$ cat config.mk
export PLATFORM = sky130hd
export DESIGN_NAME = vector_line_gen
export DESIGN_NICKNAME = d
export VERILOG_FILES = /design/src/rtl/vector_line_gen_pkg.sv /design/src/rtl/vector_line_gen_step.sv /design/src/rtl/vector_line_gen.sv
export SDC_FILE = /design/constraint.sdc
export NUM_CORES = 1
export LEC_CHECK = 0
export CAP_MARGIN = 25
export CORE_MARGIN = 2
export CORE_UTILIZATION = 56
export CTS_CLUSTER_SIZE = 40
export DETAILED_ROUTE_END_ITERATION = 10
export PLACE_DENSITY = 0.83
export RECOVER_POWER = 100
export SYNTH_ARGS = -nofsm -noshare
export SYNTH_HDL_FRONTEND = slang
export SYNTH_SLANG_ARGS = --single-unit
$ cat constraint.sdc
create_clock -name clock -period 15.35 [get_ports clock]
set_clock_uncertainty 0.2 [all_clocks]
set_input_delay 3.07 -clock clock [delete_from_list [all_inputs] [get_ports clock]]
set_output_delay 3.07 -clock clock [all_outputs]
set_load 0.01 [all_outputs]
$ cat src/rtl/vector_line_gen_pkg.sv
// Shared widths, default timing/position constants and FSM encoding for the
// vector line generator feeding the MCP4922 DAC serialiser.
package vector_line_gen_pkg;

    localparam int COORD_W = 12;
    localparam int DIFF_W  = 13;
    localparam int ERR_W   = 14;
    localparam int E2_W    = 15;
    localparam int CNT_W   = 6;
    localparam int DWELL_W = 4;

    localparam int STEP_DIV_DEF   = 37;
    localparam int DWELL_DRAW_DEF = 4;
    localparam int DWELL_MOVE_DEF = 8;

    localparam logic [COORD_W-1:0] X_RESET_DEF = 12'h800;
    localparam logic [COORD_W-1:0] Y_RESET_DEF = 12'h800;

    typedef enum logic [2:0] {
        ST_IDLE  = 3'd0,
        ST_SETUP = 3'd1,
        ST_STEP  = 3'd2,
        ST_JUMP  = 3'd3,
        ST_DWELL = 3'd4
    } state_e;

    function automatic logic signed [DIFF_W-1:0] abs_diff(input logic signed [DIFF_W-1:0] v);
        return v[DIFF_W-1] ? -v : v;
    endfunction

endpackage

$ cat src/rtl/vector_line_gen_step.sv
// Combinational Bresenham update: one step of the current point towards the
// endpoint, plus the at-endpoint flag.
module vector_line_gen_step
    import vector_line_gen_pkg::*;
(
    input  logic [COORD_W-1:0]       i_x,
    input  logic [COORD_W-1:0]       i_y,
    input  logic [COORD_W-1:0]       i_x1,
    input  logic [COORD_W-1:0]       i_y1,
    input  logic signed [ERR_W-1:0]  i_err,
    input  logic signed [DIFF_W-1:0] i_dx,
    input  logic signed [DIFF_W-1:0] i_dy,
    input  logic                     i_sx_neg,
    input  logic                     i_sy_neg,
    output logic [COORD_W-1:0]       o_x,
    output logic [COORD_W-1:0]       o_y,
    output logic signed [ERR_W-1:0]  o_err,
    output logic                     o_at_end
);

    logic signed [E2_W-1:0]  w_e2;
    logic signed [E2_W-1:0]  w_dx_e2;
    logic signed [E2_W-1:0]  w_dy_e2;
    logic signed [ERR_W-1:0] w_dx_err;
    logic signed [ERR_W-1:0] w_dy_err;
    logic signed [ERR_W-1:0] w_err_a;

    // Bresenham point/error update; both axes may advance in the same step.
    always_comb begin
        w_e2     = {i_err, 1'b0};
        w_dx_e2  = {{2{i_dx[DIFF_W-1]}}, i_dx};
        w_dy_e2  = {{2{i_dy[DIFF_W-1]}}, i_dy};
        w_dx_err = {i_dx[DIFF_W-1], i_dx};
        w_dy_err = {i_dy[DIFF_W-1], i_dy};
        o_x      = i_x;
        o_y      = i_y;
        o_at_end = (i_x == i_x1) && (i_y == i_y1);

        if (w_e2 >= w_dy_e2) begin
            w_err_a = i_err + w_dy_err;
            o_x     = i_sx_neg ? (i_x - 12'd1) : (i_x + 12'd1);
        end else begin
            w_err_a = i_err;
        end

        if (w_e2 <= w_dx_e2) begin
            o_err = w_err_a + w_dx_err;
            o_y   = i_sy_neg ? (i_y - 12'd1) : (i_y + 12'd1);
        end else begin
            o_err = w_err_a;
        end
    end

endmodule

$ cat src/rtl/vector_line_gen.sv
// Vector command front end: accepts draw/move commands and emits one DAC frame
// per beam tick (every STEP_DIV clocks) with all six channel latches pulsing together.
module vector_line_gen
    import vector_line_gen_pkg::*;
#(
    parameter int                 STEP_DIV   = STEP_DIV_DEF,
    parameter int                 DWELL_DRAW = DWELL_DRAW_DEF,
    parameter int                 DWELL_MOVE = DWELL_MOVE_DEF,
    parameter logic [COORD_W-1:0] X_RESET    = X_RESET_DEF,
    parameter logic [COORD_W-1:0] Y_RESET    = Y_RESET_DEF
) (
    input  logic               clock,
    input  logic               reset_n,
    input  logic               cmd_valid,
    output logic               cmd_ready,
    input  logic               cmd_draw,
    input  logic [COORD_W-1:0] cmd_x,
    input  logic [COORD_W-1:0] cmd_y,
    input  logic [COORD_W-1:0] cmd_r,
    input  logic [COORD_W-1:0] cmd_g,
    input  logic [COORD_W-1:0] cmd_b,
    input  logic [COORD_W-1:0] cmd_i,
    output logic               busy,
    output logic [COORD_W-1:0] dac_x,
    output logic [COORD_W-1:0] dac_y,
    output logic [COORD_W-1:0] dac_r,
    output logic [COORD_W-1:0] dac_g,
    output logic [COORD_W-1:0] dac_b,
    output logic [COORD_W-1:0] dac_i,
    output logic               dac_x_latch,
    output logic               dac_y_latch,
    output logic               dac_r_latch,
    output logic               dac_g_latch,
    output logic               dac_b_latch,
    output logic               dac_i_latch
);

    state_e r_state;
    state_e w_next;

    logic [CNT_W-1:0]         r_cnt;
    logic                     w_tick;
    logic [COORD_W-1:0]       r_x, r_y, r_x1, r_y1;
    logic [COORD_W-1:0]       r_col_r, r_col_g, r_col_b, r_col_i;
    logic                     r_draw;
    logic signed [DIFF_W-1:0] r_dx, r_dy;
    logic signed [ERR_W-1:0]  r_err;
    logic                     r_sx_neg, r_sy_neg;
    logic [DWELL_W-1:0]       r_dwell;
    logic [COORD_W-1:0]       r_dac_x, r_dac_y, r_dac_r, r_dac_g, r_dac_b, r_dac_i;
    logic                     r_latch;
    logic                     r_ready;

    logic signed [DIFF_W-1:0] w_diff_x, w_diff_y, w_adx, w_ady;
    logic [COORD_W-1:0]       w_nx, w_ny;
    logic signed [ERR_W-1:0]  w_nerr;
    logic                     w_at_end;

    assign w_tick   = (r_cnt == CNT_W'(STEP_DIV - 1));
    // Differences at 13 bits signed so lines never wrap across 0/4095.
    assign w_diff_x = $signed({1'b0, r_x1}) - $signed({1'b0, r_x});
    assign w_diff_y = $signed({1'b0, r_y1}) - $signed({1'b0, r_y});
    assign w_adx    = abs_diff(w_diff_x);
    assign w_ady    = abs_diff(w_diff_y);

    vector_line_gen_step u_step (
        .i_x      (r_x),
        .i_y      (r_y),
        .i_x1     (r_x1),
        .i_y1     (r_y1),
        .i_err    (r_err),
        .i_dx     (r_dx),
        .i_dy     (r_dy),
        .i_sx_neg (r_sx_neg),
        .i_sy_neg (r_sy_neg),
        .o_x      (w_nx),
        .o_y      (w_ny),
        .o_err    (w_nerr),
        .o_at_end (w_at_end)
    );

    // Free-running beam tick divider, active in every state.
    always_ff @(posedge clock or negedge reset_n) begin
        if (!reset_n) begin
            r_cnt <= '0;
        end else if (w_tick) begin
            r_cnt <= '0;
        end else begin
            r_cnt <= r_cnt + 6'd1;
        end
    end

    // FSM state register.
    always_ff @(posedge clock or negedge reset_n) begin
        if (!reset_n) begin
            r_state <= ST_IDLE;
        end else begin
            r_state <= w_next;
        end
    end

    // FSM next-state logic.
    always_comb begin
        w_next = r_state;
        case (r_state)
            ST_IDLE:  w_next = cmd_valid ? ST_SETUP : ST_IDLE;
            ST_SETUP: w_next = r_draw ? ST_STEP : ST_JUMP;
            ST_STEP:  w_next = (w_tick && w_at_end) ? ST_DWELL : ST_STEP;
            ST_JUMP:  w_next = w_tick ? ST_DWELL : ST_JUMP;
            ST_DWELL: w_next = (w_tick && (r_dwell == 4'd1)) ? ST_IDLE : ST_DWELL;
            default:  w_next = ST_IDLE;
        endcase
    end

    // Command capture, line setup, beam position and registered DAC frame.
    always_ff @(posedge clock or negedge reset_n) begin
        if (!reset_n) begin
            r_x      <= X_RESET;
            r_y      <= Y_RESET;
            r_x1     <= X_RESET;
            r_y1     <= Y_RESET;
            r_col_r  <= '0;
            r_col_g  <= '0;
            r_col_b  <= '0;
            r_col_i  <= '0;
            r_draw   <= 1'b0;
            r_dx     <= '0;
            r_dy     <= '0;
            r_err    <= '0;
            r_sx_neg <= 1'b0;
            r_sy_neg <= 1'b0;
            r_dwell  <= '0;
            r_dac_x  <= X_RESET;
            r_dac_y  <= Y_RESET;
            r_dac_r  <= '0;
            r_dac_g  <= '0;
            r_dac_b  <= '0;
            r_dac_i  <= '0;
            r_latch  <= 1'b0;
            r_ready  <= 1'b1;
        end else begin
            r_latch <= 1'b0;
            r_ready <= (w_next == ST_IDLE);
            case (r_state)
                ST_IDLE: begin
                    if (cmd_valid) begin
                        r_x1    <= cmd_x;
                        r_y1    <= cmd_y;
                        r_col_r <= cmd_r;
                        r_col_g <= cmd_g;
                        r_col_b <= cmd_b;
                        r_col_i <= cmd_i;
                        r_draw  <= cmd_draw;
                    end
                end
                ST_SETUP: begin
                    r_dx     <= w_adx;
                    r_dy     <= -w_ady;
                    r_sx_neg <= w_diff_x[DIFF_W-1];
                    r_sy_neg <= w_diff_y[DIFF_W-1];
                    r_err    <= {w_adx[DIFF_W-1], w_adx} - {w_ady[DIFF_W-1], w_ady};
                end
                ST_STEP: begin
                    if (w_tick) begin
                        r_dac_x <= r_x;
                        r_dac_y <= r_y;
                        r_dac_r <= r_col_r;
                        r_dac_g <= r_col_g;
                        r_dac_b <= r_col_b;
                        r_dac_i <= r_col_i;
                        r_latch <= 1'b1;
                        if (w_at_end) begin
                            r_dwell <= DWELL_W'(DWELL_DRAW);
                        end else begin
                            r_x   <= w_nx;
                            r_y   <= w_ny;
                            r_err <= w_nerr;
                        end
                    end
                end
                ST_JUMP: begin
                    if (w_tick) begin
                        r_x     <= r_x1;
                        r_y     <= r_y1;
                        r_dac_x <= r_x1;
                        r_dac_y <= r_y1;
                        r_dac_r <= '0;
                        r_dac_g <= '0;
                        r_dac_b <= '0;
                        r_dac_i <= '0;
                        r_latch <= 1'b1;
                        r_dwell <= DWELL_W'(DWELL_MOVE);
                    end
                end
                ST_DWELL: begin
                    if (w_tick) begin
                        r_dac_x <= r_x;
                        r_dac_y <= r_y;
                        r_dac_r <= '0;
                        r_dac_g <= '0;
                        r_dac_b <= '0;
                        r_dac_i <= '0;
                        r_latch <= 1'b1;
                        r_dwell <= r_dwell - 4'd1;
                    end
                end
                default: begin
                    r_latch <= 1'b0;
                end
            endcase
        end
    end

    assign cmd_ready   = r_ready;
    assign busy        = ~r_ready;
    assign dac_x       = r_dac_x;
    assign dac_y       = r_dac_y;
    assign dac_r       = r_dac_r;
    assign dac_g       = r_dac_g;
    assign dac_b       = r_dac_b;
    assign dac_i       = r_dac_i;
    assign dac_x_latch = r_latch;
    assign dac_y_latch = r_latch;
    assign dac_r_latch = r_latch;
    assign dac_g_latch = r_latch;
    assign dac_b_latch = r_latch;
    assign dac_i_latch = r_latch;

endmodule

== After elaboration in Yosys (flattened, before gate mapping) ==
Cells that the tools add are included.
Word-level totals
  bits in registers: 226
  input bits: 76
  output and inout bits: 80
  word-level logic and storage cells: 125
Cells by class
  $add $sub $neg: 14
  order comparisons: 2
  equality and inequality tests: 17
  muxes and demuxes: 46
  bitwise logic cells: 1
  reductions and logical operators: 20
Operators with widths (count)
  12-bit 2-to-1 mux: 17
  12-bit case mux with 2 select lines: 8
  14-bit 2-to-1 mux: 4
  13-bit negation: 3
  14-bit by 13-bit adder with 14-bit output: 2
  14-bit case mux with 2 select lines: 1
  13-bit 2-to-1 mux: 2
  12-bit by 12-bit subtractor with 13-bit output: 2
  12-bit by 1-bit adder with 12-bit output, second input constant: 2
  12-bit == test: 2
  12-bit by 1-bit subtractor with 12-bit output, second input constant: 2
  4-bit 2-to-1 mux: 4
  15-bit by 13-bit >= comparator with 1-bit output: 1
  15-bit by 13-bit less-or-equal comparator with 1-bit output: 1
  3-bit case mux with 5 select lines: 1
  5-bit AND reduction: 3
  13-bit by 13-bit subtractor with 14-bit output: 1
  4-bit case mux with 3 select lines: 1
  2-bit inequality test, second input constant: 5
  3-bit 2-to-1 mux: 3
  3-bit AND reduction: 3
  2-bit by 1-bit inequality test with 1-bit output, second input constant: 4
  2-bit nonzero test: 4
  6-bit by 1-bit adder with 6-bit output, second input constant: 1
  other kinds (15): 23

== Depth between registers and ports, before layout ==
  word-level depth: 7
  gate-level depth with buffers: 25

== By module ==
Synthesis repeated with hierarchy kept, for this count alone.
Unflattened totals
  cells, all modules: 1653
  area, all modules: 15222.1 µm²
By module, submodules not included
  vector_line_gen: instances 1, cells an instance 1194, area an instance 11664.9 µm²
  vector_line_gen_step: instances 1, cells an instance 459, area an instance 3557.2 µm²

== Worst setup path before layout ==
OpenSTA, ideal clock, no wires.
  path type: input-to-reg
  start point: input port cmd_valid
  end point: register r_col_g[10]
  arrival time: 4622 ps
  setup slack: 10403 ps
  stages on the path: 4
  cells stage by stage: nor4b_1 -> clkbuf_1 -> clkbuf_1 -> mux2_2
Between the ends
  cells in the longest elaborated chain, start to end: 1
Ends and longest elaborated chain
  start, declared: RTL line vector_line_gen.sv:14  | input logic cmd_valid,
  2-bit AND reduction (no source line)
  end signal, assigned: RTL line vector_line_gen.sv:150  | r_col_g <= cmd_g;
  end, declared: RTL line vector_line_gen.sv:44  | logic [COORD_W-1:0] r_col_r, r_col_g, r_col_b, r_col_i;
Every way passes these cells.
A chain may end at the register's enable or synchronous reset.

==> run metrics <==
worst-path cell chain clkbuf_1 -> clkbuf_1; Clock transition at path regs 0.06 ns; hpwl dp 26.2 mm; global-route wire length before repair 60.9 mm; DR DRC count 0; RSZ-0062 raised after global routing false; WL final 36.6 mm; port bufs 155; grt met3 use 6.69%; fin crit share 57.9%; Crit Path Max Fanout 92; syn avg cell area 9.18 um^2; Crit Path Class in2async; DRT iter0 DRCs 765; Synth Area in Adders 11.1%; Synth top cells by count 219 x dfrtp_1, 208 x nand2_1, 118 x ha_1; sequential area share after synthesis 38.8%; Via density 5.88; failing checks max-capacitance violations, max-slew violations; Max stage delay cell, worst path clkbuf_1; Synth Instances 1590; MaxCap Viol Count 5; GR Util met2 45.5%; Final GP Congestion 0.931; GR peak layer met2; outcome finished, violations left; largest cells by area after synthesis dfrtp_1 38%, ha_1 10%, mux2_2 6.3%; Tmin final 8.89 ns; setup violators final 0; CTS H-tree lvls 1; clk buf depth 3; Area Overhead vs Synth 18.3%; GR Layer Usage met1 35.5%; Synth Area in Simple Gates 16.1%; Post-synth ARST share 100%; antenna diode count 0; Most used DFF post-synth dfrtp_1; fin. max-slew vios 371; GRT overflow 0; core area 0.0258 mm^2; Synth Area in XOR/XNOR 5.64%; most frequent cell after synthesis dfrtp_1; layout cells sized above 1 8.74%; WP data arrival 8.66 ns; post-synthesis mux area share 8.45%; drt first pass iters 7; crit path launch type input port; number of global-route vias before repair 12400; final hold viol count 0; Routed wire per std cell 17.7 um; cts hold-fix bufs 0; Die H 165 um; largest family of logic cells by synthesized area simple AND/OR/NAND/NOR gates; mapped cell area 0.0146 mm^2; Synth top area share 37.6%; GRT Total Usage 27.3%; Buf+Inv Stages, Crit Path 2; crit path capture type async pin; Synth Net Count 1791; vias 12200; Yosys cell types 75; design area 0.0173 mm^2; placed cell area 0.0164 mm^2; Sink Count 226; Hold Crit Class reg2reg; die area 0.0274 mm^2; cell taking the most area after synthesis dfrtp_1; CTS tree built; Rows 59; Post-synth EDFFs 0; YS warnings 0; Slew HR -215%; number of fillers in the final layout 1967; setup_tns 0 ns; CP dominant cell by count clkbuf_1; I/O Pins 156; Required @ worst endpoint 15.12 ns; post-route antenna net violation count 0; largest net degree at the start of global routing 98; post-CTS sizing 0; root buf cell clkbuf_16; clock latency at the later pin of the worst-skew pair 0.52 ns; Die Width 165 um; setup bufs post-CTS 0; Num CTS Buffers 24; kind of cell adding the most delay to the critical path buffers and inverters; initial antenna violation count 0; Nets 1922; Synth Area in Compound Gates 15.5%; Util after Layout 66.8%; Worst path max stage delay 3.24 ns; Worst-Margin Slew 4.73 ns; Yosys reg bits 226; Initial Util 56.5%; maximum clock rate 0.112 GHz
## metal layers
metal  vias up  routed length [um]
met2       317               17300
met5         -                   0
met4         0                1010
li1       5858                   -
met1      5941               15700
met3        83                2600
## worst min-delay path, stage by stage (launching register included)
cell     delay, ns
dfrtp_1       0.34
nand2_1       0.05
nand2_1       0.05
## cells in the final DEF (no fill, tap or decap), drive strengths merged, types with 5 or more instances in the layout
cell	netlist	final
a211o	7	7
a211oi	26	26
a21o	30	30
a21oi	73	73
a31oi	15	15
and2	8	8
and3	11	11
buf	11	8
clkbuf	57	45
clkdlybuf4s50	0	73
clkinv	0	5
dfrtp	219	219
dfstp	7	7
dlygate4sd3	0	81
fa	7	7
ha	118	118
inv	97	97
mux2	81	81
mux2i	32	32
nand2	208	208
nand2b	12	12
nand3	68	68
nand4	10	10
nor2	108	108
nor2b	21	21
nor3	26	26
nor4b	5	5
o211ai	9	9
o21a	12	12
o21ai	122	122
o21bai	8	8
o31ai	6	6
o41ai	8	8
or2	5	5
or3	8	8
xnor2	62	62
xor2	32	32
## flip-flops by register name, indices dropped and copies added (netlist names), 3 cells and up
name	count
r_err	14
r_dx	13
r_dy	13
dac_b	12
dac_g	12
dac_i	12
dac_r	12
dac_x	12
dac_y	12
r_col_b	12
r_col_g	12
r_col_i	12
r_col_r	12
r_x1	12
r_x	12
r_y1	12
r_y	12
r_cnt	6
r_dwell	4
r_state	3
## kinds of logic after synthesis
group,count (synthesis)
DFF,226
and+or+nand+nor,512
xor gates and xnor gates,94
muxes,113
buffers and inverters,165
adders and majority gates,125
AOI/OAI and AO/OA,355
## path summary, 6_finish.rpt
path / startpoint / end / slack [ns] / cells after the start
setup / recovery: reset_n / dac_x[1] / 6.46 / 2
hold / removal: dac_i[0] / dac_i[0] / 0.26 / 2
setup reg to reg: r_cnt[0] / r_dwell[3] / 8.51 / 11
hold reg to reg: dac_i[0] / dac_i[0] / 0.26 / 2
max in group clock: cmd_valid / r_x1[0] / 7.84 / 5
min in group asynchronous: reset_n / dac_r[3] / 4.02 / 1
## area by class of cell
| type | count | area [um^2] | area share [%] |
|---|---|---|---|
| Tap cell | 335 | 419 | 2.43 |
| Timing Repair Buffer | 173 | 1680 | 9.73 |
| Clock buffer | 34 | 709 | 4.11 |
| Clock inverter | 10 | 115 | 0.667 |
| Sequential cell | 226 | 5660 | 32.8 |
| Multi-Input combinational cell | 1199 | 8310 | 48.1 |
| Inverter | 97 | 364 | 2.11 |
## through the flow
step,worst slack (ns),std cells,hold WS (ns)
floorplan,10.40,1590,0.247
global placement,9.64,2024,0.248
detailed placement,9.45,2026,0.255
CTS,9.43,2070,0.269
global route,4.98,2074,0.280
finish,6.46,2074,0.258
Power is not shown: default switching activity piles up to over one toggle a cycle in this logic, so the estimate is an artifact.
